`src/rtl/next_kbd_link.sv`:
```
// next_kbd_link: NeXT keyboard/mouse serial link engine (monitor clock domain).
// Runs the reset / query / LED command schedule on to_kb and validates the
// 21-bit responses on from_kb. Decoded key and mouse events go into a
// first-word-fall-through FIFO.
// Optional feature macro: NEXT_KBD_MOUSE_EN. When defined, queries alternate
// between keyboard and mouse. When undefined, only keyboard queries are sent.
// Ports:
//   clk, rst_n           monitor clock, asynchronous active-low reset
//   led_valid, led_data  one-cycle strobe latching the 2 LED bits to send
//   rd_en                pop the FIFO head (ignored while fifo_empty)
//   fifo_empty           no queued events
//   fifo_dout            {is_mouse, data[15:0]} of the FIFO head, 0 when empty
//   overflow             sticky, set when an event is dropped on a full FIFO
//   link_ready           keyboard has answered the reset handshake
//   from_kb / to_kb      serial lines to and from the keyboard, idle high
module next_kbd_link #(
  parameter int unsigned BIT_CYCLES = 1431,
  parameter int unsigned FRAME_BITS = 40,
  parameter int unsigned FIFO_DEPTH = 4,
  parameter int unsigned MAX_MISS   = 3
) (
  input  logic        clk,
  input  logic        rst_n,
  input  logic        led_valid,
  input  logic [1:0]  led_data,
  input  logic        rd_en,
  output logic        fifo_empty,
  output logic [16:0] fifo_dout,
  output logic        overflow,
  output logic        link_ready,
  input  logic        from_kb,
  output logic        to_kb
);
  localparam int unsigned BW   = $clog2(BIT_CYCLES);
  localparam int unsigned FW   = $clog2(FRAME_BITS);
  localparam int unsigned AW   = $clog2(FIFO_DEPTH);
  localparam int unsigned HALF = BIT_CYCLES / 2;
  localparam logic [20:0] RST_PKT = 21'b111101111110000000000;

  typedef enum logic [1:0] {LINK_RESET, LINK_PENDING, LINK_UP} link_t;

  logic [BW-1:0] bit_cnt, rx_tmr;
  logic [FW-1:0] frm_cnt;
  logic          tick, frame_start;
  logic          sync1, rx_s;
  link_t         link_st, st_eff;
  logic [3:0]    miss, miss_eff;
  logic [20:0]   pkt, tx_sr, rx_sr;
  logic [4:0]    pkt_len, tx_left, rx_cnt;
  logic          pkt_query, pkt_led;
  logic          tx_busy, tx_query, frm_query, got_valid;
  logic          led_pend;
  logic [1:0]    led_val;
  logic          rx_win, rx_act, rx_done, rx_fin;
  logic          push;
  logic [16:0]   push_data;
  logic          is_ready, is_data;
`ifdef NEXT_KBD_MOUSE_EN
  logic          query_mouse, win_mouse;
`else
  logic          win_mouse;
  assign win_mouse = 1'b0;
`endif

  assign tick        = (bit_cnt == BW'(BIT_CYCLES - 1));
  assign frame_start = tick && (frm_cnt == FW'(FRAME_BITS - 1));
  assign is_ready    = (rx_sr ==? 21'b10000000001100000000?);
  assign is_data     = !rx_sr[20] && (rx_sr[11:9] == 3'b010);

  always_ff @(posedge clk or negedge rst_n) begin
    if (!rst_n) begin
      {sync1, rx_s} <= 2'b11;
      bit_cnt       <= '0;
      frm_cnt       <= '0;
    end else begin
      {sync1, rx_s} <= {from_kb, sync1};
      bit_cnt       <= tick ? '0 : bit_cnt + BW'(1);
      if (tick) frm_cnt <= frame_start ? '0 : frm_cnt + FW'(1);
    end
  end

  // Frame-start decision: account for the frame just ending first, so a
  // miss that exhausts the budget sends the reset packet in this very frame.
  always_comb begin
    st_eff    = link_st;
    miss_eff  = miss;
    pkt       = '0;
    pkt_len   = '0;
    pkt_query = 1'b0;
    pkt_led   = 1'b0;
    if (frm_query && !got_valid) begin
      if (({1'b0, miss} + 5'd1) >= 5'(MAX_MISS)) begin
        st_eff   = LINK_RESET;
        miss_eff = '0;
      end else begin
        miss_eff = miss + 4'd1;
      end
    end
    if (st_eff == LINK_RESET) begin
      pkt     = RST_PKT;
      pkt_len = 5'd21;
    end else if (st_eff == LINK_UP && led_pend && !led_valid) begin
      pkt     = {12'b000000001110, led_val, 7'b0};
      pkt_len = 5'd21;
      pkt_led = 1'b1;
    end else begin
`ifdef NEXT_KBD_MOUSE_EN
      pkt = {(query_mouse ? 8'b10001000 : 8'b00001000), 13'b0};
`else
      pkt = {8'b00001000, 13'b0};
`endif
      pkt_len   = 5'd8;
      pkt_query = 1'b1;
    end
  end

  always_ff @(posedge clk or negedge rst_n) begin
    if (!rst_n) begin
      link_st    <= LINK_RESET;
      miss       <= '0;
      link_ready <= 1'b0;
      to_kb      <= 1'b1;
      tx_sr      <= '0;
      tx_left    <= '0;
      tx_busy    <= 1'b0;
      tx_query   <= 1'b0;
      frm_query  <= 1'b0;
      got_valid  <= 1'b0;
      led_pend   <= 1'b0;
      led_val    <= '0;
      rx_win     <= 1'b0;
      rx_act     <= 1'b0;
      rx_done    <= 1'b0;
      rx_fin     <= 1'b0;
      rx_cnt     <= '0;
      rx_tmr     <= '0;
      rx_sr      <= '0;
      push       <= 1'b0;
      push_data  <= '0;
`ifdef NEXT_KBD_MOUSE_EN
      query_mouse <= 1'b0;
      win_mouse   <= 1'b0;
`endif
    end else begin
      push <= 1'b0;
      if (led_valid) begin
        led_val  <= led_data;
        led_pend <= 1'b1;
      end
      if (frame_start) begin
        link_st <= (st_eff == LINK_RESET) ? LINK_PENDING : st_eff;
        miss    <= miss_eff;
        if (st_eff == LINK_RESET) link_ready <= 1'b0;
        if (pkt_led) led_pend <= 1'b0;
        to_kb     <= 1'b0;
        tx_sr     <= pkt;
        tx_left   <= pkt_len;
        tx_busy   <= 1'b1;
        tx_query  <= pkt_query;
        frm_query <= pkt_query;
        got_valid <= 1'b0;
        rx_win    <= 1'b0;
        rx_act    <= 1'b0;
        rx_done   <= 1'b0;
        rx_fin    <= 1'b0;
`ifdef NEXT_KBD_MOUSE_EN
        if (pkt_query) begin
          win_mouse   <= query_mouse;
          query_mouse <= ~query_mouse;
        end
`endif
      end else begin
        if (tick && tx_busy) begin
          if (tx_left != 5'd0) begin
            to_kb   <= tx_sr[20];
            tx_sr   <= {tx_sr[19:0], 1'b0};
            tx_left <= tx_left - 5'd1;
          end else begin
            to_kb   <= 1'b1;
            tx_busy <= 1'b0;
            if (tx_query) rx_win <= 1'b1;
          end
        end
        // rx_cnt 0 is the start-bit check; 1..21 are the data samples.
        if (rx_act) begin
          if (rx_tmr != '0) begin
            rx_tmr <= rx_tmr - BW'(1);
          end else begin
            rx_tmr <= BW'(BIT_CYCLES - 1);
            if (rx_cnt == 5'd0) begin
              if (rx_s) rx_act <= 1'b0;
              else      rx_cnt <= 5'd1;
            end else begin
              rx_sr <= {rx_s, rx_sr[20:1]};
              if (rx_cnt == 5'd21) begin
                rx_act  <= 1'b0;
                rx_done <= 1'b1;
                rx_fin  <= 1'b1;
              end else begin
                rx_cnt <= rx_cnt + 5'd1;
              end
            end
          end
        end else if (rx_win && !rx_done && !rx_s) begin
          rx_act <= 1'b1;
          rx_cnt <= 5'd0;
          rx_tmr <= BW'(HALF - 1);
        end
        if (rx_fin) begin
          rx_fin <= 1'b0;
          if (link_st == LINK_PENDING && is_ready) begin
            link_st    <= LINK_UP;
            link_ready <= 1'b1;
            miss       <= '0;
            got_valid  <= 1'b1;
          end else if (link_st == LINK_UP && (is_ready || is_data)) begin
            miss      <= '0;
            got_valid <= 1'b1;
            push      <= is_data;
            push_data <= {win_mouse, rx_sr[19:12], rx_sr[8:1]};
          end
        end
      end
    end
  end

  logic [16:0] mem [FIFO_DEPTH];
  logic [AW:0] wr_ptr, rd_ptr;
  logic        full, pop, wr_ok;

  assign fifo_empty = (wr_ptr == rd_ptr);
  assign full       = (wr_ptr[AW] != rd_ptr[AW]) && (wr_ptr[AW-1:0] == rd_ptr[AW-1:0]);
  assign pop        = rd_en && !fifo_empty;
  assign wr_ok      = push && (!full || pop);
  assign fifo_dout  = fifo_empty ? '0 : mem[rd_ptr[AW-1:0]];

  always_ff @(posedge clk or negedge rst_n) begin
    if (!rst_n) begin
      wr_ptr   <= '0;
      rd_ptr   <= '0;
      overflow <= 1'b0;
    end else begin
      if (wr_ok) wr_ptr <= wr_ptr + (AW+1)'(1);
      if (pop)   rd_ptr <= rd_ptr + (AW+1)'(1);
      if (push && full && !pop) overflow <= 1'b1;
    end
  end

  always_ff @(posedge clk) begin
    if (wr_ok) mem[wr_ptr[AW-1:0]] <= push_data;
  end
endmodule
```
`config.mk`:
```
export PLATFORM = sky130hd
export DESIGN_NAME = next_kbd_link
export DESIGN_NICKNAME = d
export VERILOG_FILES = /design/src/rtl/next_kbd_link.sv
export SDC_FILE = /design/constraint.sdc
export NUM_CORES = 1
export LEC_CHECK = 0
export BUFFER_PORTS_ARGS = -buffer_cell sky130_fd_sc_hd__clkbuf_2
export CORE_MARGIN = 2
export CORE_UTILIZATION = 62
export CTS_BUF_LIST = sky130_fd_sc_hd__clkbuf_16
export CTS_CLUSTER_DIAMETER = 150
export DETAILED_ROUTE_END_ITERATION = 12
export PLACE_DENSITY = 0.91
export SYNTH_ARGS = -nofsm -noshare
export SYNTH_HDL_FRONTEND = slang
export SYNTH_SLANG_ARGS = --single-unit
```
`constraint.sdc`:
```
create_clock -name clk -period 3.7 [get_ports clk]
set_input_delay 0.37 -clock clk [delete_from_list [all_inputs] [get_ports clk]]
set_output_delay 0.37 -clock clk [all_outputs]
set_load 0.02 [all_outputs]
```
After elaboration in Yosys (flattened, before gate mapping)
Memories as Yosys holds them, arrays and structs flattened. Index checks and enable logic that the tools add are counted.

Output and inout bits: 21. Memories kept: 1. RAM bits: 64. Register bits after elaboration: 124. Word-level logic and storage cells: 194. Input port bits: 7.

Memories: mem (depth 4, width 16, read ports 1, clocked after memory_dff 0, wr ports 1, RTL line 227) `logic [16:0] mem [FIFO_DEPTH];`.

Muxes and demuxes: 83. Order comparisons: 1. Add/subtract/negate cells: 9. Bitwise gates (word level): 4. Equality and inequality tests: 19. Reductions and logical operators: 50.

Operator list (count): $mux W21 (4); $mux W5 (11); $mux W1 (49); $mux W11 (4); $mux W17 (2); $mux W4 (6); $eq A20 B20 Y1 const B (1); $reduce_bool A2 Y1 (8); $logic_and A1 B1 Y1 (15); $mux W2 (6); $reduce_and A4 Y1 (3); $add A11 B1 Y11 const B (1); $eq A11 B11 Y1 const B (1); $reduce_bool A11 Y1 (1); $sub A11 B1 Y11 const B (1); $reduce_and A2 Y1 (5); $reduce_and A3 Y1 (3); $logic_not A1 Y1 (8); $ne A2 B2 Y1 const B (4); $add A3 B1 Y3 const B (2); $add A6 B1 Y6 const B (1); $eq A6 B6 Y1 const B (1); $mux W6 (1); $ne A3 B3 Y1 const B (2); other kinds (20) (26).

Longest topological paths before layout
Depth after elaboration: 11. Gate-level depth with buffers: 9. Depth with buffers taken out: 8.

Worst setup path after synthesis
OpenSTA, ideal clock, no wires.

Kind: register to register. From: reg rx_sr[4]. To: reg push_data[10]. Arrival: 2.252 ns. Cell stages (with the launch flop): 7. Path slack: 1.323 ns. Library setup time: 0.125 ns. Clock period less this slack: 2.377 ns. Path buffers: 1. Data required time: 3.575 ns. Cell sequence: dfrtp_1 > or4_1 > or4_1 > o21a_1 > nor3_4 > buf_8 > mux2_2.

Longest elaborated chain between the ends: 4. Elaborated cells on any way between the ends: 6. Classes of those cells: 1 x eq/ne; 1 x bitwise; 4 x reduce/logical.

RTL lines: from (decl) (RTL line 48) `logic [20:0] pkt, tx_sr, rx_sr;`; from (signal assigned) (RTL line 194) `rx_sr <= {rx_s, rx_sr[20:1]};`; $eq A20 B20 Y1 * (RTL line 67) `assign is_ready = (rx_sr ==? 21'b10000000001100000000?);`; $logic_or A1 B1 Y1 / $logic_and A1 B1 Y1 (equally long branches) (RTL line 216, 211); $logic_and A1 B1 Y1 / $not A1 Y1 (equally long branches); $reduce_and A4 Y1 (no line) *; to (signal assigned) (RTL line 220) `push_data <= {win_mouse, rx_sr[19:12], rx_sr[8:1]};`; to (decl) (RTL line 56) `logic [16:0] push_data;`.

Mark *: on every way between the ends. The rest lies on a longest branch, timed or not. A chain may end at the register's enable or synchronous reset.

Worst setup path in the final report
From: reg rd_ptr[1]. To: out fifo_dout[2].

Longest elaborated chain between the ends: 2. Elaborated cells on any way between the ends: 3. Classes of those cells: 1 x eq/ne; 1 x mux; 1 x memory.

RTL lines: from (decl) (RTL line 228) `logic [AW:0] wr_ptr, rd_ptr;`; from (signal assigned) (RTL line 244) `if (pop) rd_ptr <= rd_ptr + (AW+1)'(1);`; $mem_v2 Z4 W16 / $eq A3 B3 Y1 (equally long branches); $mux W17 * (RTL line 235) `assign fifo_dout = fifo_empty ? '0 : mem[rd_ptr[AW-1:0]];`; to (decl) (RTL line 28) `output logic [16:0] fifo_dout,`.

Marked as above.

==> impl_metrics.py <==
metrics = {
    "yosys": {
        "synth_edf_count": 64,
        "syn_area_um2": 7740,
        "synth.area.top_cells": "dfrtp_1, edfxtp_1, mux2_2",
        "synth_cell_type_count": 58,
        "synth-seq-cells": 180,
        "synth_area_leader_cell": "dfrtp_1",
        "ys_seq_area_share_pct": 62.4,
        "synth_commonest_cells": "dfrtp_1, edfxtp_1, nand2_1, mux2_2, o21ai_0",
        "synth.most_common_cell": "dfrtp_1",
        "yosys_warnings": 0,
        "synth_async_sr_flop_share_pct": 64.4,
        "avgSynthCellArea_um2": 13.3,
        "synth_ff_type": "dfrtp_1",
        "syn_nets": 604,
        "synth_top_area_share_pct": 36.5,
        "syn_inst": 581,
    },
    "clock_network": {
        "clk_pin_slew_ps": 60,
        "cts_buffer_depth": 2,
        "ctsResizeCount": 0,
        "holdBufCountCts": 0,
        "h-tree-depth": 4,
        "clock-sinks": 180,
        "cts_buffers": 17,
        "cts_tree": "done",
        "clk_latency_ps": 430,
        "ctsRootBufferMaster": "clkbuf_16",
        "postCtsSetupRepairBufs": 0,
    },
    "timing": {
        "fin_crit_sh_pct": 78.8,
        "final_hold_viol_count": 0,
        "slew_headroom_pct": 41.4,
        "period_minus_slack_ps": 2920,
        "fmax_mhz": 343,
        "tns_ps": 0,
        "worst_pin_slew_ps": 867,
        "slew_violations": 0,
        "whs_ps": 28.4,
        "rsz0062_at_grt": "false",
        "fin_ws_ps": 784,
        "setup_viol": 0,
        "finClkSkew_ps": 9.24,
    },
    "floorplan": {
        "die-area_um2": 13400,
        "start_util_pct": 63.9,
        "fp-row-count": 40,
        "core_region_area_um2": 12100,
        "ioPinCount": 28,
        "dieHeight_um": 116,
        "dieWidth_um": 116,
    },
    "layout": {
        "area_delta_synth_final_pct": 11.6,
        "layout.nets": 638,
        "drive_above_1_share_pct": 21.0,
        "post-route-util_pct": 71.3,
        "diodes": 0,
    },
    "setup_path": {
        "cp-start-kind": "flip-flop",
        "crit_slowest_cell": "dfrtp_1",
        "slowest_delay_ps": 890,
        "path_cells": "xnor2_1 > and3_1 > nor2b_1 > clkbuf_2",
        "crit_path_max_fanout": 19,
        "path_delay_family": "flip-flops",
        "cp.arrival_ps": 2550,
        "critical_path_buf_inv_count": 1,
        "worst_setup_path_end_kind": "output pin",
        "path_class": "reg -> out",
        "required_ps": 3330,
    },
    "grt": {
        "grt_overflow": 0,
        "antenna_found_initial": 0,
        "grt_pass1_vias": 4792,
        "grt_usage_pct": 23.3,
        "grt_max_degree": 66,
        "grt_pass1_wl_mm": 23.6,
    },
    "route": {
        "drc_errors": 0,
        "routedWlPerCell_um": 18.0,
        "wirelength_mm": 14.3,
        "via_count": 4725,
        "drt_iter0_drc": 373,
        "drtAntennaViolNets": 0,
        "drtPass1Iterations": 5,
        "drt-vias-per-instance": 5.94,
    },
    "outcome": {
        "status": "finished, final reports clean",
    },
    "worst_hold_path": {
        "hold_class": "in -> async",
    },
    "power": {
        "power_density_nw_per_um2": 481,
        "leakage_uw": 0.00390,
        "peakVddDrop_v": 0.000491,
    },
    "placed_design": {
        "port_buffers": 26,
        "gp_congestion": 0.807,
        "preCtsSetupSlack_ps": 940,
        "hpwlAfterDp_mm": 9.06,
    },
    "run": {
        "max-cap-violations": 0,
    },
}
[cells in the final DEF, fill, tap and decap left out, types with 3 or more instances in the layout]
cell,n
a21o_1,6
a21oi_1,18
a22o_1,5
a31oi_1,4
and3_1,8
buf_4,12
clkbuf_16,17
clkbuf_2,25
dfrtp_1,113
dfstp_2,3
edfxtp_1,64
ha_1,16
inv_1,18
inv_6,3
mux2_2,40
mux2i_1,7
mux4_2,16
nand2_1,47
nand2b_1,6
nand3_1,15
nand3b_1,3
nand4_1,3
nand4bb_1,3
nor2_1,32
nor2b_1,18
nor3_1,13
nor4b_1,3
o21ai_0,34
or3_1,7
or4_1,5
xnor2_1,13
xor2_1,8
[report_power, final]
part | switching [uW] | internal, uW
registers | 52.5 | 2070
logic | 144 | 122
clock network | 763 | 1000
[per-layer routing]
| layer | wire length (um) | global-route usage, % | vias up | share of wire [%] |
|---|---|---|---|---|
| met1 | 5840 | 27.8 | 2406 | 41 |
| met4 | 187 | 6.83 | 0 | 1.3 |
| li1 | - | - | 2192 | - |
| met2 | 7830 | 41.9 | 106 | 55 |
| met3 | 483 | 5.86 | 21 | 3.4 |
| met5 | 0 | 0 | - | 0 |
[stage by stage]
step	area, um2	std cells	total power [uW]
after floorplan	7740	581	2360
after global placement	8060	764	2420
after detailed placement	8060	764	2440
after CTS	8640	796	4190
after global routing	8640	796	4300
final	8640	796	4160
[final timing paths]
kind,start,depth (start not counted),slack (ps),to
setup / recovery,rd_ptr[1]$_DFFE_PN0P_,4,780,fifo_dout[2]
hold / removal,rst_n,1,30,wr_ptr[1]$_DFFE_PN0P_
setup reg to reg,rx_tmr[0]$_DFFE_PN0P_,8,870,rx_sr[12]$_DFFE_PN0P_
hold reg to reg,sync1$_DFF_PN1_,0,350,rx_s$_DFF_PN1_
max in group asynchronous,rst_n,2,2750,to_kb$_DFFE_PN1P_
min in group clk,from_kb,1,40,sync1$_DFF_PN1_
[sequential cells by signal (all words and copies together) (netlist names), 3 cells and up]
register and flops:
rx_tmr 11, miss 4, push_data 16, frm_cnt 6
rd_ptr 3, mem 64, rx_sr 20, bit_cnt 11
tx_left 5, wr_ptr 3, tx_sr 14, rx_cnt 5
[area by class of cell]
cell class / count / area (um2)
Timing Repair Buffer: 37 / 215
Sequential cell: 180 / 4830
Inverter: 17 / 63.8
Fill cell: 760 / 3470
Multi-Input combinational cell: 362 / 2750
Clock inverter: 15 / 153
Tap cell: 168 / 210
Clock buffer: 17 / 425
[kinds of logic after synthesis]
group / share of synthesized area (%)
AO/OA/AOI/OAI: 6.51
XOR/XNOR: 2.38
adder cells (fa/ha/maj): 2.59
buffers and inverters: 2.18
flip-flops: 62.4
multiplexers: 11.4
other: 0.0484
AND/OR/NAND/NOR: 12.6
Note: power is estimated with default switching activity, not from simulation.
